[src/rtl/mp_addsub_pkg.sv]
// Shared types for the word-serial multi-precision adder/subtractor.
package mp_addsub_pkg;

   typedef enum logic [1:0] {
      IDLE = 2'd0,
      RUN  = 2'd1,
      DONE = 2'd2
   } mp_state_t;

endpackage : mp_addsub_pkg

[src/rtl/mp_word_add.sv]
// Combinational W-bit adder with carry-in and carry-out.
module mp_word_add #(
   parameter int unsigned W = 8
) (
   input  logic [W-1:0] a,
   input  logic [W-1:0] b,
   input  logic         cin,
   output logic [W-1:0] sum,
   output logic         cout
);

   logic [W:0] full;

   // Widen by one bit so the top bit of the result is the carry out.
   always_comb begin
      full = {1'b0, a} + {1'b0, b} + {{W{1'b0}}, cin};
      sum  = full[W-1:0];
      cout = full[W];
   end

endmodule : mp_word_add

[src/rtl/mp_addsub_seq.sv]
// Word-serial N*W-bit adder/subtractor: one W-bit word per RUN cycle,
// least significant word first, with valid/ready handshakes on both sides.
// Optional feature: define MP_ADDSUB_OVF_EN to add the signed-overflow output ovf.
module mp_addsub_seq
   import mp_addsub_pkg::*;
#(
   parameter int unsigned W = 8,
   parameter int unsigned N = 4
) (
   input  logic           clk,
   input  logic           rst,
   input  logic           in_valid,
   output logic           in_ready,
   input  logic           op_sub,
   input  logic [N*W-1:0] a,
   input  logic [N*W-1:0] b,
   output logic           out_valid,
   input  logic           out_ready,
   output logic [N*W-1:0] result,
   output logic           carry_out,
`ifdef MP_ADDSUB_OVF_EN
   output logic           ovf,
`endif
   output logic           busy
);

   localparam int unsigned KW     = (N > 1) ? $clog2(N) : 1;
   localparam logic [KW-1:0] K_LAST = KW'(N - 1);

   mp_state_t      state_q, state_d;
   logic [N*W-1:0] a_q, a_d;
   logic [N*W-1:0] b_q, b_d;
   logic           sub_q, sub_d;
   logic [N*W-1:0] res_q, res_d;
   logic           carry_q, carry_d;
   logic [KW-1:0]  k_q, k_d;
`ifdef MP_ADDSUB_OVF_EN
   logic           ovf_q, ovf_d;
`endif

   logic [W-1:0]   word_a, word_b, word_sum;
   logic           word_cout;

   // Select word k of the captured operands; subtraction adds the inverted
   // subtrahend with the carry register preset to 1.
   always_comb begin
      word_a = a_q[k_q*W +: W];
      word_b = b_q[k_q*W +: W] ^ {W{sub_q}};
   end

   mp_word_add #(
      .W (W)
   ) u_word_add (
      .a    (word_a),
      .b    (word_b),
      .cin  (carry_q),
      .sum  (word_sum),
      .cout (word_cout)
   );

   // Next-state, datapath update and handshake outputs.
   always_comb begin
      state_d   = state_q;
      a_d       = a_q;
      b_d       = b_q;
      sub_d     = sub_q;
      res_d     = res_q;
      carry_d   = carry_q;
      k_d       = k_q;
`ifdef MP_ADDSUB_OVF_EN
      ovf_d     = ovf_q;
`endif
      in_ready  = 1'b0;
      out_valid = 1'b0;
      busy      = 1'b1;
      unique case (state_q)
         IDLE: begin
            in_ready = 1'b1;
            busy     = 1'b0;
            if (in_valid) begin
               a_d     = a;
               b_d     = b;
               sub_d   = op_sub;
               k_d     = '0;
               carry_d = op_sub;
               state_d = RUN;
            end
         end
         RUN: begin
            res_d[k_q*W +: W] = word_sum;
            carry_d           = word_cout;
            if (k_q == K_LAST) begin
`ifdef MP_ADDSUB_OVF_EN
               // Carry into the MSB is recovered as a ^ b ^ sum at that bit.
               ovf_d = word_a[W-1] ^ word_b[W-1] ^ word_sum[W-1] ^ word_cout;
`endif
               k_d     = '0;
               state_d = DONE;
            end else begin
               k_d = k_q + 1'b1;
            end
         end
         DONE: begin
            out_valid = 1'b1;
            if (out_ready) begin
               state_d = IDLE;
            end
         end
         default: begin
            state_d = IDLE;
         end
      endcase
   end

   // State and datapath registers; reset wins over any handshake.
   always_ff @(posedge clk) begin
      if (rst) begin
         state_q <= IDLE;
         a_q     <= '0;
         b_q     <= '0;
         sub_q   <= 1'b0;
         res_q   <= '0;
         carry_q <= 1'b0;
         k_q     <= '0;
`ifdef MP_ADDSUB_OVF_EN
         ovf_q   <= 1'b0;
`endif
      end else begin
         state_q <= state_d;
         a_q     <= a_d;
         b_q     <= b_d;
         sub_q   <= sub_d;
         res_q   <= res_d;
         carry_q <= carry_d;
         k_q     <= k_d;
`ifdef MP_ADDSUB_OVF_EN
         ovf_q   <= ovf_d;
`endif
      end
   end

   assign result    = res_q;
   assign carry_out = carry_q;
`ifdef MP_ADDSUB_OVF_EN
   assign ovf       = ovf_q;
`endif

endmodule : mp_addsub_seq

[config.mk]
export PLATFORM = sky130hd
export DESIGN_NAME = mp_addsub_seq
export DESIGN_NICKNAME = d
export VERILOG_FILES = /design/src/rtl/mp_addsub_pkg.sv /design/src/rtl/mp_word_add.sv /design/src/rtl/mp_addsub_seq.sv
export SDC_FILE = /design/constraint.sdc
export NUM_CORES = 1
export LEC_CHECK = 0
export ABC_AREA = 1
export CAP_MARGIN = 5
export CORE_ASPECT_RATIO = 0.75
export CORE_UTILIZATION = 45
export CTS_CLUSTER_SIZE = 28
export DETAILED_ROUTE_END_ITERATION = 10
export PLACE_DENSITY = 0.76
export SETUP_SLACK_MARGIN = 0.5
export SYNTH_ARGS = -nofsm -noshare
export SYNTH_HDL_FRONTEND = slang
export SYNTH_SLANG_ARGS = --single-unit
[constraint.sdc]
create_clock -name clk -period 2.5 [get_ports clk]
set_input_delay 0.625 -clock clk [delete_from_list [all_inputs] [get_ports clk]]
set_output_delay 0.625 -clock clk [all_outputs]
set_load 0.03 [all_outputs]
==> results of run 1 <==
==> layout make-up <==
type	count	share of cell area
Sequential cell	102	0.311
Clock inverter	4	0.00682
Timing Repair Buffer	135	0.213
Tap cell	132	0.0250
Multi-Input combinational cell	463	0.389
Inverter	24	0.0157
Clock buffer	12	0.0389
Timing Repair inverter	1	0.000948
==> timing repair <==
item,in CTS,in global routing
pin swaps,14,13
buffers inserted,11,4
resized for setup,42,67
setup endpoints to repair,41,60
cloned,1,0
hold buffers,0,0
==> power breakdown <==
group,leakage [nW],switching (mW),internal (mW)
clock network,0.152,0.578,0.825
logic,2.09,0.746,0.568
registers,0.840,0.0779,1.73
==> cell families after synthesis <==
group | count (synthesis) | synth area share
buf+inv | 63 | 0.0602
xor+xnor | 11 | 0.0209
compound gates | 154 | 0.176
fa+ha+maj | 15 | 0.0439
simple gates | 283 | 0.256
flops | 102 | 0.443
==> metal layers <==
layer,up-vias,global-route usage,part of all wire
met4,0,0.0529,0.010
li1,2281,-,-
met5,-,0,0
met1,2096,0.344,0.47
met3,14,0.0650,0.082
met2,192,0.389,0.44
==> layout by cell type (no fill, tap or decap), types with 10 or more instances in the layout <==
cell / Yosys / final
nor2_1: 173 / 169
o22ai_1: 15 / 11
nand4_1: 10 / 10
inv_1: 21 / 18
a21oi_1: 35 / 30
dlymetal6s2s_1: 0 / 25
nand2_2: 2 / 10
o21ai_0: 91 / 87
nand2_1: 71 / 61
dfxtp_1: 102 / 99
clkdlybuf4s50_1: 0 / 69
buf_4: 6 / 20
==> Yosys cell counts, drive strengths merged <==
| cell | count |
|---|---|
| xor2 | 10 |
| o21ai | 96 |
| a22oi | 5 |
| fa | 2 |
| nor4 | 1 |
| nand2 | 74 |
| nor2 | 178 |
| nand4 | 10 |
| inv | 24 |
| a32oi | 1 |
| nor3 | 1 |
| clkbuf | 19 |
| dfxtp | 102 |
| o22ai | 15 |
| nand3b | 2 |
| or2 | 1 |
| xnor2 | 1 |
| a21oi | 35 |
| ha | 13 |
| buf | 20 |
| and2 | 1 |
| o21a | 1 |
| a32o | 1 |
| nand3 | 15 |
==> registers in the layout, indices dropped and copies added, names as in the netlist <==
| register | cells |
|---|---|
| a_q | 32 |
| b_q | 32 |
| result | 32 |
| k_q | 2 |
| state_q | 2 |
| carry_out | 1 |
| sub_q | 1 |
==> worst paths after layout <==
kind	start	end	cells past startpoint
hold reg to reg	result[25]$_SDFFE_PP0P_	result[25]$_SDFFE_PP0P_	2
hold / removal	result[25]$_SDFFE_PP0P_	result[25]$_SDFFE_PP0P_	2
setup reg to reg	k_q[0]$_SDFFE_PP0P_	result[30]$_SDFFE_PP0P_	12
setup / recovery	k_q[0]$_SDFFE_PP0P_	result[30]$_SDFFE_PP0P_	12
==> stage by stage <==
step | total power [mW] | TNS, ns | setup WS, ns
2_1_floorplan | 2.50 | 0 | 0.163
3_3_place_gp | 2.82 | 0 | 0.180
3_5_place_dp | 2.85 | 0 | 0.0691
4_1_cts | 4.39 | 0 | 0.169
5_1_grt | 4.73 | -0.271 | -0.0845
6_report | 4.53 | 0 | 0.0700
==> worst register-to-register path: cells and delay by family (launching register included) <==
family	cells	cell delay, ns
buffers and inverters	1	0.16
and+or+nand+nor	5	0.46
xor gates and xnor gates	1	0.27
AOI/OAI and AO/OA	4	0.78
DFF	1	0.43
adders and majority gates	1	0.27
==> metrics.txt, run 1 <==
Layout area overhead=43.1%; Reg clk slew, reported paths=0.06 ns; Clock Latency Late Sink=0.35 ns; I/O pin count=105; Die X=119 um; cell taking the most area after synthesis=dfxtp_1; LEAKAGE=3.08 nW; CTS tree=built; reg2reg setup slack=0.07 ns; Post-Layout Cell Count=873; Initial Utilization=0.470; TritonCTS Buffers=9; multi-input logic area=2570 sq um; Mean Syn Cell Area=7.35 sq um; core area=9810 sq um; register area=2050 sq um; Mapped Nets=712; Least-Margin Pin Slew=0.470 ns; Hold Vio Cnt, Final=0; Rows=31; via count=4583; Finished Core Util=0.673; worst-path fanout max=13; initial antenna violation count=0; Synth cell types=34; total wire length=13100 um; cell count after placement=841; Mapped Area=4610 sq um; Max Root-Sink Buffers=2; Ys Warns=0; First DRT Iteration DRCs=270; CP arrival=2.71 ns; die area=10700 sq um; Worst slew margin=0.684; Tmin final=2.43 ns; DRC viols=0; via/cell ratio=5.25; critical path's largest stage delay=0.43 ns; CP Buf/Inv Count=1; Buffers on Ports=104; Final Instance Area=6600 sq um; Fmax=412 MHz; routed len/inst=15.0 um; Overflow after GRT=0; setup violators final=0; largest net degree at the start of global routing=67; Pwr Density=686 nW/um^2; Crit path max-delay family=compound AO/OA/AOI/OAI gates; Tcrit/Tclk final=0.972; Max Slew Vio Count=0; antenna cell count=0; Worst Path Required=2.78 ns; layout cells sized above 1=0.150; Die Y=89.7 um; H-tree levels=3; cell chain of the critical path=buf_6, o21ai_0, o22ai_1, xor2_1, ha_4, a21oi_2, nand2_4, nand2_4, nand3_2, nor2_2, nand2_1, a21oi_2; Layout Nets=820; sequential-to-total area share from yosys stat=0.443; clk root buf=clkbuf_16; worst hold path class=flip-flop to flip-flop; max cap viols=0; Mapped Cells=628; Crit. End Element=flip-flop; Slowest cell on crit path=dfxtp_4; area share of the largest cell type after synthesis=0.443; ranking of synthesized cells by area=dfxtp_1, nor2_1, o21ai_0, nand2_1, a21oi_1; CTS Sinks=102; status=finished, final reports clean; Clock Skew=0.00495 ns; startpoint class of the critical path=flip-flop; Pre-antenna DRT Iters=5; Placer Congestion=0.949; maximum VDD drop=0.000374 V; Final HPWL DP=9100 um; Placed Area=5820 sq um; first-pass GRT wire length=20500 um; GR Util All Layers=0.247; Antenna Violating Nets Remaining=0; vias in the first global route=4149; # fillers=778; RSZ-0062 raised after global routing=yes; flop and latch count out of synthesis=102; final hold slack=0.463 ns; kind of critical path=flip-flop to flip-flop
Note: power is estimated with default switching activity, not from simulation.
==> inputs of run 2 (changes only) <==
--- a/config.mk
+++ b/config.mk
@@ -8,6 +8,7 @@
 export ABC_AREA = 1
 export CAP_MARGIN = 5
 export CORE_ASPECT_RATIO = 0.75
+export CORE_MARGIN = 1
 export CORE_UTILIZATION = 45
 export CTS_CLUSTER_SIZE = 28
 export DETAILED_ROUTE_END_ITERATION = 10
==> results of run 2 <==
Same layout as run 1: the final DEF is identical, and so are final timing and power.
